File: src/rtl/dff_bank_arbiter.sv
// Round-robin arbiter sharing one W-bit register between two writers; grant one edge after request, write one edge after grant.
// No backpressure: a losing requester simply waits, and the owner is forced out after MAXHOLD cycles under contention.
module dff_bank_arbiter #(
    parameter int W       = 4,
    parameter int MAXHOLD = 4
) (
    input  logic         C,
    input  logic         R,
    input  logic         REQ0,
    input  logic         REQ1,
    input  logic [W-1:0] D0,
    input  logic [W-1:0] D1,
    output logic         GNT0,
    output logic         GNT1,
    output logic         BUSY,
    output logic [W-1:0] Q,
    output logic [W-1:0] nQ
);
    localparam int CW = (MAXHOLD > 1) ? $clog2(MAXHOLD) : 1;
    localparam logic [CW-1:0] CNT_MAX = CW'(MAXHOLD - 1);

    typedef enum logic [1:0] {
        IDLE = 2'd0,
        OWN0 = 2'd1,
        OWN1 = 2'd2
    } state_t;

    state_t          state_q, state_d;
    logic [CW-1:0]   cnt_q, cnt_d;
    logic            last_q, last_d;
    logic [W-1:0]    bank_q, bank_d;

    always_comb begin
        state_d = state_q;
        cnt_d   = cnt_q;
        last_d  = last_q;
        bank_d  = bank_q;
        case (state_q)
            IDLE: begin
                // last_q names the requester served most recently; the other wins a tie
                if (REQ0 && REQ1) begin
                    state_d = last_q ? OWN0 : OWN1;
                    cnt_d   = '0;
                end else if (REQ0) begin
                    state_d = OWN0;
                    cnt_d   = '0;
                end else if (REQ1) begin
                    state_d = OWN1;
                    cnt_d   = '0;
                end
            end
            OWN0: begin
                if (REQ0) begin
                    bank_d = D0;
                end
                if (!REQ0 && REQ1) begin
                    state_d = OWN1;
                    last_d  = 1'b0;
                    cnt_d   = '0;
                end else if (!REQ0) begin
                    state_d = IDLE;
                    last_d  = 1'b0;
                end else if (REQ1 && cnt_q == CNT_MAX) begin
                    state_d = OWN1;
                    last_d  = 1'b0;
                    cnt_d   = '0;
                end else if (cnt_q != CNT_MAX) begin
                    cnt_d = cnt_q + CW'(1);
                end
            end
            OWN1: begin
                if (REQ1) begin
                    bank_d = D1;
                end
                if (!REQ1 && REQ0) begin
                    state_d = OWN0;
                    last_d  = 1'b1;
                    cnt_d   = '0;
                end else if (!REQ1) begin
                    state_d = IDLE;
                    last_d  = 1'b1;
                end else if (REQ0 && cnt_q == CNT_MAX) begin
                    state_d = OWN0;
                    last_d  = 1'b1;
                    cnt_d   = '0;
                end else if (cnt_q != CNT_MAX) begin
                    cnt_d = cnt_q + CW'(1);
                end
            end
            default: begin
                state_d = IDLE;
                cnt_d   = '0;
            end
        endcase
    end

    always_ff @(posedge C) begin
        if (R) begin
            state_q <= IDLE;
            cnt_q   <= '0;
            last_q  <= 1'b1;
            bank_q  <= '0;
        end else begin
            state_q <= state_d;
            cnt_q   <= cnt_d;
            last_q  <= last_d;
            bank_q  <= bank_d;
        end
    end

    assign GNT0 = (state_q == OWN0);
    assign GNT1 = (state_q == OWN1);
    assign BUSY = GNT0 | GNT1;
    assign Q    = bank_q;
    assign nQ   = ~bank_q;
endmodule

File: config.mk
export PLATFORM = sky130hd
export DESIGN_NAME = dff_bank_arbiter
export DESIGN_NICKNAME = d
export VERILOG_FILES = /design/src/rtl/dff_bank_arbiter.sv
export SDC_FILE = /design/constraint.sdc
export NUM_CORES = 1
export LEC_CHECK = 0
export CAP_MARGIN = 40
export CORE_MARGIN = 2
export CORE_UTILIZATION = 43
export CTS_CLUSTER_DIAMETER = 100
export CTS_CLUSTER_SIZE = 8
export DETAILED_ROUTE_END_ITERATION = 12
export HOLD_SLACK_MARGIN = 0.15
export PLACE_DENSITY = 0.79
export REMOVE_ABC_BUFFERS = 1
export SETUP_SLACK_MARGIN = 0.05
export SYNTH_ARGS = -nofsm -noshare
export SYNTH_HDL_FRONTEND = slang
export SYNTH_SLANG_ARGS = --single-unit
File: constraint.sdc
create_clock -name C -period 3.8 [get_ports C]
set_clock_uncertainty 0.05 [all_clocks]
set_input_delay 0.38 -clock C [delete_from_list [all_inputs] [get_ports C]]
set_output_delay 0.38 -clock C [all_outputs]
set_load 0.02 [all_outputs]
==> results.md, run 1 <==
* Synthesized area per cell at 8.26 um2
* Inst Count DP at 105
* Commonest cells in the netlist: 9 x a211oi_1, 9 x dfxtp_1, 9 x inv_1, 5 x nor2_1, 5 x nor2b_1
* Ys async rst share at 0%
* Clock group share of total power at 12.3%
* Routed length per instance at 13.2 um
* Actual slew at the worst max-slew pin at 668 ps
* Starting Density at 45.0%
* Die X-Extent at 40.7 um
* RSZ-0062 raised after global routing: no
* Combinational family with the most area after synthesis: compound AO/OA/AOI/OAI gates
* Area leader, netlist: dfxtp_1
* Count of pins over their slew limit at 0
* Antenna violations before repair at 0
* # diodes at 0
* Total gr overflow at 0
* VDD IR max at 0.394 mV
* Max Fclk at 445 MHz
* Crit end category: primary output
* Cell internal pwr at 333 uW
* Core Footprint at 0.00128 mm2
* Leakage Power at 0.311 nW
* Synthesized flop and latch total at 9
* Routed WL at 1.44 mm
* DRC violations left at 0
* Total CTS buffers at 3
* Syn Std Cell Area at 578 um2
* ANT nets after route at 0
* Final Instance Count excl. Fillers at 109
* Post-synthesis xor/xnor area fraction at 0%
* Fill cells at 123
* NetSw at 266 uW
* Sw frac at 44.5%
* Number of global-route vias before repair at 494
* EDFF count, synth at 0
* R2r worst-path depth at 6
* Worst reg2reg startpoint: state_q[0]
* Sequential area share after synthesis at 31.2%
* Placement Cell Area at 810 um2
* Clock transition at path regs at 70 ps
* CTS Hold Bufs at 0
* FF-to-FF End: Q[2]
* GRT Overall Usage at 20.4%
* Worst endpoint data arrival time at 1820 ps
* Layout cells sized above 1 at 5.32%
* Simple-gate share of the synthesized area at 18.4%
* Fin area at 836 um2
* Max Cap Viol at 0
* P&R area growth vs syn at 44.6%
* Port Buf Inserts at 22
* Cell variety after synth at 24
* Area occupied by multi-input gates at 357 um2
* Final period utilization at 59.1%
* Clk root buf: clkbuf_4
* Post-CTS Setup Bufs at 0
* WHS at 433 ps
* Synth Instances at 70
* Clock tree buffer depth at 2
* Setup violators final at 0
* DR pass1 iterations at 4
* Sequential Power Share at 23.6%
* Worst endpoint required time at 3370 ps
* Final setup TNS at 0 ps
* Fin crit period at 2250 ps
* Detailed Place HPWL at 1.08 mm
* Worst Setup Slack, final at 1550 ps
* Compound-Gate Fraction of Synth Area at 34.6%
* Vias per cell at 5.46
* Total power at 599 uW
* Register area at 180 um2
* CTS tree: built
* Hold EP: Q[0]
* Synth Warn # at 0
* Adder-Cell Fraction of Synth Area at 8.66%
* Number of clock sinks at 9
* Util after Layout at 65.0%
* Die height at 40.7 um
* Clock network latency to the later pin of the worst-skew pair at 260 ps
* Primary FF master, synth: dfxtp_1
* Post-cts sizing count at 0
* Post-place setup slack at 1660 ps
* # rows at 13
* Htree depth at 1
* Nets@finish at 111
* I/O pin total at 23
* Via count at 595
* Mux cell area share after synthesis at 0%
* CP Launch Type: flip-flop
* First DRT Iteration DRCs at 10
* Slew headroom at 55.4%
* Hold Vio Cnt, Final at 0
* Synth top area share at 31.2%
* Critical path class: reg2out
* Largest fanout on the critical path at 14
* Final Wtd Congestion at 0.819
* Worst Hold Class: reg2reg
* Combinational Power Share at 64.1%
* Global-route wire length before repair at 2.13 mm
* Power density over cell area at 716 mW/mm2
* Area of the die at 0.00165 mm2
* Reg2reg setup slack at 1780 ps
* Synth top area cells: dfxtp_1 31%, a211oi_1 12%, ha_1 8.7%
* Largest net degree at the start of global routing at 15
* Hold_sp: Q[0]
* Outcome: finished clean
* Worst Hold Depth at 2
-- worst max path at each step --
stage,cells past startpoint,from,endpoint
after floorplan,6,state_q[0],Q[0]
after global placement,5,REQ0,state_q[1]
after detailed placement,5,REQ0,state_q[0]
after CTS,3,state_q[0],GNT1
after global routing,3,state_q[0],GNT1
final,3,state_q[0],GNT1
-- layout by cell type (no fill, tap or decap) --
cell type | netlist | layout
clkbuf_4 | 0 | 3
nand3_1 | 2 | 2
a211o_1 | 1 | 1
inv_1 | 9 | 9
a222oi_1 | 1 | 1
or2b_1 | 3 | 3
o211ai_1 | 1 | 1
o31ai_1 | 2 | 2
ha_1 | 4 | 4
a21bo_2 | 2 | 2
dfxtp_1 | 9 | 9
o21ai_0 | 2 | 2
nor3_1 | 1 | 1
a21oi_1 | 4 | 4
nor2_1 | 5 | 5
o221ai_1 | 1 | 1
nor4_1 | 1 | 1
clkdlybuf4s50_1 | 0 | 22
a221oi_1 | 1 | 1
nor2b_1 | 5 | 5
o2111ai_1 | 1 | 1
a21boi_0 | 1 | 1
and2_1 | 2 | 2
a21o_1 | 1 | 1
a211oi_1 | 9 | 9
clkbuf_1 | 2 | 1
-- kinds of logic after synthesis --
group / after synthesis
AOI/OAI and AO/OA: 27
buffers and inverters: 11
adders and majority gates: 4
and+or+nand+nor: 19
DFF: 9
-- critical path, stage by stage (launching register included) --
cell and delay, ps:
dfxtp_1 320, inv_1 100, ha_1 450, clkdlybuf4s50_1 700
-- flip-flops by register name, indices dropped and copies added, names as in the netlist --
signal,cells
Q,4
last_q,1
state_q,2
cnt_q,2
-- per-layer routing --
metal	global-route usage [%]	vias to the layer above	part of all wire [%]
met4	10.0	0	0.83
met2	32.5	11	47
met5	0	-	0
li1	-	306	-
met1	24.6	276	48
met3	6.52	2	3.8
-- power by group through the flow --
| stage | registers [mW] | clock network [mW] | logic, mW |
|---|---|---|---|
| floorplan | 0.154 | 0 | 0.232 |
| global placement | 0.142 | 0 | 0.374 |
| detailed placement | 0.143 | 0 | 0.382 |
| CTS | 0.141 | 0.0759 | 0.384 |
| global route | 0.144 | 0.0805 | 0.424 |
| finish | 0.141 | 0.0739 | 0.384 |
-- cell type report --
| class | instances | share of cell area, % |
|---|---|---|
| clock buffer | 4 | 3.14 |
| inverter | 9 | 4.04 |
| multi-input combinational | 50 | 42.7 |
| sequential | 9 | 21.6 |
| tap | 15 | 2.25 |
| timing repair buffer | 22 | 26.3 |
Note: power is estimated with default switching activity, not from simulation.
==> run 2, diff against run 1 <==
--- a/config.mk
+++ b/config.mk
@@ -7,12 +7,12 @@
 export LEC_CHECK = 0
 export CAP_MARGIN = 40
 export CORE_MARGIN = 2
-export CORE_UTILIZATION = 43
+export CORE_UTILIZATION = 41
 export CTS_CLUSTER_DIAMETER = 100
 export CTS_CLUSTER_SIZE = 8
 export DETAILED_ROUTE_END_ITERATION = 12
 export HOLD_SLACK_MARGIN = 0.15
-export PLACE_DENSITY = 0.79
+export PLACE_DENSITY = 0.76
 export REMOVE_ABC_BUFFERS = 1
 export SETUP_SLACK_MARGIN = 0.05
 export SYNTH_ARGS = -nofsm -noshare
==> constraint.sdc (replaced) <==
create_clock -name C -period 2.07 [get_ports C]
set_clock_uncertainty 0.05 [all_clocks]
set_input_delay 0.207 -clock C [delete_from_list [all_inputs] [get_ports C]]
set_output_delay 0.207 -clock C [all_outputs]
set_load 0.02 [all_outputs]
==> results.md, run 2 (synthesis gave the netlist of run 1 again) <==
* CP endpoint: state_q[1] (was GNT1)
* Placement Cell Area at 825 um2 (was 810 um2)
* Number of global-route vias before repair at 574 (was 494)
* Area occupied by multi-input gates at 357 um2 (unchanged)
* NetSw at 491 uW (was 266 uW)
* Layout cells sized above 1 at 7.29% (was 5.32%)
* Antenna violations before repair at 0 (unchanged)
* Combinational Power Share at 65.1% (was 64.1%)
* Total gr overflow at 0 (unchanged)
* I/O pin total at 23 (unchanged)
* Total CTS buffers at 3 (unchanged)
* Clock network latency to the later pin of the worst-skew pair at 260 ps (about the same)
* Clock group share of total power at 11.9% (was 12.3%)
* First DRT Iteration DRCs at 19 (was 10)
* DR pass1 iterations at 4 (unchanged)
* Clock transition at path regs at 60 ps (was 70 ps)
* Area of the die at 0.00173 mm2 (was 0.00165 mm2)
* ANT nets after route at 0 (unchanged)
* Starting Density at 44.4% (was 45.0%)
* Total power at 1.13 mW (was 599 uW)
* Max Cap Viol at 0 (unchanged)
* Global-route wire length before repair at 2.44 mm (was 2.13 mm)
* Detailed Place HPWL at 1.07 mm (was 1.08 mm)
* FF-to-FF End: state_q[1] (was Q[2])
* CTS tree: built (unchanged)
* Die X-Extent at 41.6 um (was 40.7 um)
* Leakage Power at 0.335 nW (was 0.311 nW)
* CP Launch Type: flip-flop (unchanged)
* Die height at 41.6 um (was 40.7 um)
* Outcome: finished clean (unchanged)
* Util after Layout at 65.6% (was 65.0%)
* Final setup TNS at 0 ps (unchanged)
* Setup violators final at 0 (unchanged)
* Port Buf Inserts at 22 (unchanged)
* Post-CTS Setup Bufs at 0 (unchanged)
* Final period utilization at 91.9%
* Actual slew at the worst max-slew pin at 606 ps (was 668 ps)
* Cell internal pwr at 638 uW (was 333 uW)
* Clk root buf: clkbuf_4 (unchanged)
* Post-place setup slack at 105 ps (was 1660 ps)
* Sw frac at 43.5% (was 44.5%)
* Count of pins over their slew limit at 0 (unchanged)
* R2r worst-path depth at 6 (unchanged)
* Sequential Power Share at 23.0% (was 23.6%)
* Hold Vio Cnt, Final at 0 (unchanged)
* P&R area growth vs syn at 47.6% (was 44.6%)
* Htree depth at 1 (unchanged)
* Worst Hold Class: reg2reg (unchanged)
* Fill cells at 124 (was 123)
* Slew headroom at 59.6% (was 55.4%)
* Commonest non-fill, non-tap cell in the layout: clkdlybuf4s50_1 (unchanged)
* Critical path class: reg2reg (was reg2out)
* Worst endpoint data arrival time at 2030 ps (was 1820 ps)
* Register area at 180 um2 (unchanged)
* Final Wtd Congestion at 0.776 (was 0.819)
* Routed WL at 1.40 mm (was 1.44 mm)
* Worst Setup SP: state_q[0] (unchanged)
* GRT Overall Usage at 18.4% (was 20.4%)
* Power density over cell area at 1320 mW/mm2 (was 716 mW/mm2)
* Worst Setup Slack, final at 167 ps (was 1550 ps)
* Worst endpoint required time at 2190 ps (was 3370 ps)
* Largest net degree at the start of global routing at 13 (was 15)
* Vias per cell at 5.60 (was 5.46)
* Number of clock sinks at 9 (unchanged)
* Clock tree buffer depth at 2 (unchanged)
* # diodes at 0 (unchanged)
* Largest fanout on the critical path at 7 (was 14)
* Routed length per instance at 12.6 um (was 13.2 um)
* # rows at 13 (unchanged)
* Nets@finish at 113 (was 111)
* Via count at 622 (was 595)
* DRC violations left at 0 (unchanged)
* Worst reg2reg startpoint: state_q[0] (unchanged)
* Max reg flops at 4 (unchanged)
* VDD IR max at 0.641 mV (was 0.394 mV)
* Fin area at 853 um2 (was 836 um2)
* Commonest non-fill, non-tap cells in the layout: 21 x clkdlybuf4s50_1, 9 x dfxtp_1, 9 x inv_1, 9 x a211oi_1 (was 22 x clkdlybuf4s50_1, 9 x dfxtp_1, 9 x inv_1, 9 x a211oi_1)
* Fin crit period at 1900 ps
* Crit end category: flip-flop (was primary output)
* Reg2reg setup slack at 170 ps (was 1780 ps)
* RSZ-0062 raised after global routing: no (unchanged)
* Core Footprint at 0.00130 mm2 (was 0.00128 mm2)
* Max Fclk at 525 MHz
-- run 2: cell count changes in the layout (fill, tap and decap cells not counted), sizes merged --
cell | previous run | this run
buf | 0 | 2
clkdlybuf4s50 | 22 | 21
dlymetal6s2s | 0 | 1
-- run 2: final cells by class --
class / count / share of cell area, %
repair buffers: 24 / 27.9
clock buffers: 4 / 3.08
well taps: 15 / 2.20
flip-flops and latches: 9 / 21.1
inverters: 9 / 3.96
multi-input cells: 50 / 41.8
-- run 2: critical path, stage by stage, from the launching register on --
cell and delay (ps):
dfxtp_1 350, inv_1 80, ha_1 280, and2_1 200, a222oi_1 540, o211ai_1 200
o31ai_1 110
-- run 2: timing repair --
| item | CTS | global route |
|---|---|---|
| resized for setup | 0 | 1 |
| hold buffers | 0 | 0 |
| setup endpoints to repair | 0 | 1 |
| endpoints found under the hold margin | 0 | 0 |
-- run 2: layer usage --
metal / routed length [um] / up-vias / track usage [%]
met5: 0 / - / 0
met1: 611 / 295 / 20.1
met3: 87 / 0 / 8.70
met2: 697 / 19 / 31.3
met4: 0 / 0 / 5.81
li1: - / 308 / -
-- run 2: worst min path at each step --
stage	start	to	slack [ps]	cells after the start
final	Q[2]	Q[2]	430	2
after global routing	Q[2]	Q[2]	470	2
after CTS	Q[2]	Q[2]	440	2
after global placement	Q[2]	Q[2]	420	2
after detailed placement	Q[2]	Q[2]	430	2
after floorplan	R	Q[0]	230	1
-- run 2: power by group through the flow --
stage          logic [mW]  clock network [mW]  registers (mW)
2_1_floorplan       0.426                   0           0.283
3_3_place_gp        0.733                   0           0.263
3_5_place_dp        0.736                   0           0.263
4_1_cts             0.741               0.142           0.260
5_1_grt             0.799               0.149           0.266
6_report            0.735               0.134           0.260
-- run 2: through the flow --
stage,std cells,hold slack [ps]
after CTS,111,439
after floorplan,68,230
final,111,432
after detailed placement,107,429
after global routing,111,473
after global placement,107,421
